`src/rtl/bpred_pkg.sv`:
```
// Shared defaults, outcome encoding and in-flight entry layout for the
// branch-predictor update queue.
package bpred_pkg;

  localparam int unsigned BPRED_WIDTH_DEFAULT = 8;
  localparam int unsigned QUEUE_DEPTH_DEFAULT = 4;

  // Entry fields are sized for the widest supported BPRED_WIDTH; narrower
  // instances zero-extend on push and truncate on read.
  localparam int unsigned BPRED_MAX_WIDTH = 32;

  localparam logic OUTCOME_TAKEN     = 1'b1;
  localparam logic OUTCOME_NOT_TAKEN = 1'b0;

  typedef struct packed {
    logic [BPRED_MAX_WIDTH-1:0] index;
    logic                       prediction;
    logic [BPRED_MAX_WIDTH-1:0] ghr_snapshot;
  } bpred_entry_t;

endpackage

```
`src/rtl/bpred_entry_fifo.sv`:
```
// Circular buffer of in-flight branch entries with push, pop and whole-queue
// flush; DEPTH must be a power of two so the pointers wrap naturally.
module bpred_entry_fifo
  import bpred_pkg::*;
#(
  parameter int unsigned DEPTH = QUEUE_DEPTH_DEFAULT
) (
  input  logic         i_Clk,
  input  logic         i_Reset_n,
  input  logic         i_Push,
  input  bpred_entry_t i_Push_Entry,
  input  logic         i_Pop,
  input  logic         i_Flush,
  output bpred_entry_t o_Head,
  output logic         o_Full,
  output logic         o_Empty
);

  localparam int unsigned PTR_W = $clog2(DEPTH);
  localparam int unsigned CNT_W = PTR_W + 1;

  bpred_entry_t     mem [DEPTH];
  logic [PTR_W-1:0] wr_ptr;
  logic [PTR_W-1:0] rd_ptr;
  logic [CNT_W-1:0] count;

  always_ff @(posedge i_Clk or negedge i_Reset_n) begin
    if (!i_Reset_n) begin
      wr_ptr <= '0;
      rd_ptr <= '0;
      count  <= '0;
    end else if (i_Flush) begin
      wr_ptr <= '0;
      rd_ptr <= '0;
      count  <= '0;
    end else begin
      if (i_Push) wr_ptr <= wr_ptr + 1'b1;
      if (i_Pop)  rd_ptr <= rd_ptr + 1'b1;
      if (i_Push && !i_Pop)      count <= count + 1'b1;
      else if (!i_Push && i_Pop) count <= count - 1'b1;
    end
  end

  always_ff @(posedge i_Clk) begin
    if (i_Push) mem[wr_ptr] <= i_Push_Entry;
  end

  assign o_Head  = mem[rd_ptr];
  assign o_Full  = (count == CNT_W'(DEPTH));
  assign o_Empty = (count == '0);

endmodule

```
`src/rtl/bpred_update_queue.sv`:
```
// Speculative GHR plus in-order queue of predicted branches that emits
// counter-table update pulses; BPRED_STATS_EN adds saturating event counters.
module bpred_update_queue
  import bpred_pkg::*;
#(
  parameter int unsigned BPRED_WIDTH = BPRED_WIDTH_DEFAULT,
  parameter int unsigned QUEUE_DEPTH = QUEUE_DEPTH_DEFAULT
) (
  input  logic                   i_Clk,
  input  logic                   i_Reset_n,
  input  logic                   i_Fetch_Branch_Valid,
  input  logic [BPRED_WIDTH-1:0] i_Fetch_PC_Bits,
  input  logic                   i_Prediction,
  output logic [BPRED_WIDTH-1:0] o_Index,
  output logic                   o_Full,
  input  logic                   i_ALU_Branch_Valid,
  input  logic                   i_ALU_Branch_Outcome,
  output logic                   o_Update_Valid,
  output logic [BPRED_WIDTH-1:0] o_Update_Index,
  output logic                   o_Update_Outcome,
  output logic                   o_Mispredict,
  output logic [BPRED_WIDTH-1:0] o_GHR
`ifdef BPRED_STATS_EN
  ,
  output logic [31:0]            o_Branch_Count,
  output logic [31:0]            o_Mispredict_Count
`endif
);

  bpred_entry_t           push_entry;
  bpred_entry_t           head;
  logic                   fifo_full;
  logic                   fifo_empty;
  logic                   resolve;
  logic                   mispredict;
  logic                   push;
  logic                   resolved_dir;
  logic [BPRED_WIDTH-1:0] ghr;
  logic [BPRED_WIDTH-1:0] head_index;
  logic [BPRED_WIDTH-1:0] head_snapshot;
  logic [BPRED_WIDTH-1:0] ghr_shifted;
  logic [BPRED_WIDTH-1:0] ghr_restored;

  assign o_Index       = i_Fetch_PC_Bits ^ ghr;
  assign o_GHR         = ghr;
  assign o_Full        = fifo_full;
  assign head_index    = BPRED_WIDTH'(head.index);
  assign head_snapshot = BPRED_WIDTH'(head.ghr_snapshot);

  always_comb begin
    resolved_dir = i_ALU_Branch_Outcome ? OUTCOME_TAKEN : OUTCOME_NOT_TAKEN;
    resolve      = i_ALU_Branch_Valid && !fifo_empty;
    mispredict   = resolve && (head.prediction != resolved_dir);
    // A mispredict flushes the queue, so a same-cycle fetch is wrong-path.
    push         = i_Fetch_Branch_Valid && !fifo_full && !mispredict;
    // Truncating {history, new_bit} drops the oldest bit: a left shift-in.
    ghr_shifted  = BPRED_WIDTH'({ghr, i_Prediction});
    ghr_restored = BPRED_WIDTH'({head_snapshot, resolved_dir});
    push_entry.index        = BPRED_MAX_WIDTH'(o_Index);
    push_entry.prediction   = i_Prediction;
    push_entry.ghr_snapshot = BPRED_MAX_WIDTH'(ghr);
  end

  bpred_entry_fifo #(
    .DEPTH (QUEUE_DEPTH)
  ) u_fifo (
    .i_Clk        (i_Clk),
    .i_Reset_n    (i_Reset_n),
    .i_Push       (push),
    .i_Push_Entry (push_entry),
    .i_Pop        (resolve),
    .i_Flush      (mispredict),
    .o_Head       (head),
    .o_Full       (fifo_full),
    .o_Empty      (fifo_empty)
  );

  always_ff @(posedge i_Clk or negedge i_Reset_n) begin
    if (!i_Reset_n) begin
      ghr              <= '0;
      o_Update_Valid   <= 1'b0;
      o_Update_Index   <= '0;
      o_Update_Outcome <= 1'b0;
      o_Mispredict     <= 1'b0;
    end else begin
      o_Update_Valid <= resolve;
      o_Mispredict   <= mispredict;
      if (resolve) begin
        o_Update_Index   <= head_index;
        o_Update_Outcome <= resolved_dir;
      end
      if (mispredict) ghr <= ghr_restored;
      else if (push)  ghr <= ghr_shifted;
    end
  end

`ifdef BPRED_STATS_EN
  always_ff @(posedge i_Clk or negedge i_Reset_n) begin
    if (!i_Reset_n) begin
      o_Branch_Count     <= '0;
      o_Mispredict_Count <= '0;
    end else begin
      if (o_Update_Valid && (o_Branch_Count != '1))
        o_Branch_Count <= o_Branch_Count + 1'b1;
      if (o_Mispredict && (o_Mispredict_Count != '1))
        o_Mispredict_Count <= o_Mispredict_Count + 1'b1;
    end
  end
`endif

endmodule

```
`config.mk`:
```
export PLATFORM = sky130hd
export DESIGN_NAME = bpred_update_queue
export DESIGN_NICKNAME = d
export VERILOG_FILES = /design/src/rtl/bpred_pkg.sv /design/src/rtl/bpred_entry_fifo.sv /design/src/rtl/bpred_update_queue.sv
export SDC_FILE = /design/constraint.sdc
export NUM_CORES = 1
export LEC_CHECK = 0
export BUFFER_PORTS_ARGS = -buffer_cell sky130_fd_sc_hd__buf_2
export CELL_PAD_IN_SITES_DETAIL_PLACEMENT = 0
export CELL_PAD_IN_SITES_GLOBAL_PLACEMENT = 1
export CORE_MARGIN = 10
export CORE_UTILIZATION = 50
export DETAILED_ROUTE_END_ITERATION = 12
export HOLD_SLACK_MARGIN = 0.1
export PLACE_DENSITY_LB_ADDON = 0.1
export SYNTH_ARGS = -nofsm -noshare
export SYNTH_HDL_FRONTEND = slang
export SYNTH_SLANG_ARGS = --single-unit
```
`constraint.sdc`:
```
create_clock -name i_Clk -period 6.41 [get_ports i_Clk]
set_input_delay 0.641 -clock i_Clk [delete_from_list [all_inputs] [get_ports i_Clk]]
set_output_delay 0.641 -clock i_Clk [all_outputs]
set_load 0.02 [all_outputs]
```
==> reports/summary.txt <==
Die Footprint: 11100 um^2
critical path capture point type: flop
Detailed Routing Iterations Pass 1: 4
clock slew at reported path FFs: 0.09 ns
worst min path class: input port to async pin
mapped cell area: 3660 um^2
wirelength, routed: 7.05 mm
Wirelength per Cell: 18.4 um
crit-path cells: mux4_2, xnor2_1, nand2b_1, and3_1
Post-DP HPWL: 4.79 mm
Clock Path Buffers: 2
postcts setup bufs: 0
die width: 106 um
Fin. Hold Viols: 0
slew margin rel.: 0.279
Total Neg Setup Slack: 0 ns
number of CTS-inserted buffers: 9
CTS tree: done
library cells used by synthesis: 33
share of layout cells above drive strength 1: 0.272
Final Slew Violations: 0
synthesized flop and latch total: 90
ranking of synthesized cells by area: edfxtp_1, dfrtp_1, mux4_2
Total GRT Usage: 0.131
Req. time, crit path: 6.38 ns
syn nets: 255
post-route ant nets: 0
top cells by instance count after synthesis: edfxtp_1, nand2_1, dfrtp_1
Root Driver: clkbuf_8
Hold WS: 0.295 ns
DR DRC count: 0
Clock Latency Late Sink: 0.34 ns
WS Path Type: flop to flop
asr flop ratio synth: 0.289
CP Buf/Inv Count: 0
IO buf count: 41
cell taking the most area after synthesis: edfxtp_1
CP Launch Type: flop
critical path's top delay family: simple AND/OR/NAND/NOR gates
crit-path max cell delay: 1.06 ns
diode count: 0
core area: 7180 um^2
number of cell rows: 31
Starting Density: 0.510
outcome: completed
Worst Tran Pin Value: 1.08 ns
CTS H-tree depth: 3
Leak: 1.60 nW
via count: 2030
Final nets: 297
FMAX: 246 MHz
fin crit period: 4.07 ns
RePlAce Congestion: 0.726
Slowest-stage cell, CP: dfrtp_1
final worst-path cycle share: 0.635
Max Cap Viol: 0
post-synthesis sequential area ratio: 0.703
vias in the first global route: 2157
Max FO, Critical Path: 20
Die H: 106 um
hold_buf cts: 0
Remaining Overflow, GRT: 0
average size of a mapped cell: 15.5 um^2
number of enable flip-flop cells after synthesis: 64
top cell type's share of synthesized area: 0.525
count leader, synth: edfxtp_1
largest net degree at the start of global routing: 27
top-level I/O count: 42
Worst VDD drop: 199 uV
initial antenna violation count: 0
Starting DRT DRC Count: 77
Mapped Cells: 236
Setup WS post-layout: 2.34 ns
top_reg_cell synth: edfxtp_1
first-pass GRT wire length: 11.6 mm
Resize count post-CTS: 0
pre-CTS WS: 2.27 ns
crit path DAT: 4.04 ns
yosys warns: 0
Setup violations, final: 0
clk sinks: 90
final core utilization: 0.578
area delta synth->final: 13.2%
Vias per Instance: 5.31
clk_skew: 0.00881 ns
pwr/cell area: 498 nW/um^2
RSZ-0062 raised after global routing: false
-- worst paths after layout --
check,from,to,cells past startpoint,slack (ns)
max in group asynchronous,i_Reset_n,o_Update_Index[1],1,5.72
max reg2reg,u_fifo.rd_ptr[0],u_fifo.mem[0][10],4,2.34
min in group i_Clk,o_Update_Index[5],o_Update_Index[5],2,0.47
max,u_fifo.rd_ptr[0],u_fifo.mem[0][10],4,2.34
min reg2reg,o_Update_Index[5],o_Update_Index[5],2,0.47
min,i_Reset_n,o_Update_Index[6],1,0.30
-- per-layer routing --
layer,routed length (um),part of all wire,GRT usage,vias to the layer above
li1,-,-,-,952
met1,3250,0.46,0.168,1018
met2,3420,0.48,0.208,54
met3,307,0.044,0.0335,6
met4,74,0.011,0.0542,0
met5,0,0,0,-
-- power breakdown --
part,total (mW),switching (mW),leakage [nW],internal (mW)
Clock,0.379,0.197,0.0929,0.182
Sequential,1.01,0.160,0.903,0.854
Combinational,0.671,0.408,0.601,0.263
-- state kept, by name, summed over array words and instances (netlist names) --
register and cells:
u_fifo.rd_ptr 2, o_Update_Outcome 1, u_fifo.wr_ptr 2, o_Mispredict 1, o_GHR 8, u_fifo.mem 64, u_fifo.count 3, o_Update_Index 8
o_Update_Valid 1
-- cell type report --
class | instances | area, um^2
Fill cell | 579 | 3030
Sequential cell | 90 | 2570
Multi-Input combinational cell | 125 | 1000
Timing Repair Buffer | 42 | 213
Clock buffer | 10 | 128
Tap cell | 99 | 124
Clock inverter | 6 | 67.6
Inverter | 10 | 37.5
-- cell usage in the layout (no fill, tap or decap), drive strengths merged, types with 4 or more instances in the layout --
master	n
xnor2	4
and3	5
buf	42
nor3	8
mux4	16
nand2	46
xor2	9
dfrtp	26
clkbuf	10
a31oi	8
inv	10
edfxtp	64
o21ai	5
ha	4
-- per-stage QoR --
step           instances  power (mW)  cell area [um^2]
2_1_floorplan        236        1.47              3660
3_3_place_gp         366        1.70              3950
3_5_place_dp         366        1.72              3950
4_1_cts              382        2.09              4140
5_1_grt              382        2.20              4140
6_report             382        2.06              4140
-- cells by family after synthesis --
logic type      Yosys count  synth area share
simple gates             69            0.0821
compound gates           21            0.0403
mux                      17             0.101
xor+xnor                 13            0.0311
flops                    90             0.703
fa+ha+maj                 5            0.0191
buf+inv                  21            0.0232
Note: power is estimated with default switching activity, not from simulation.
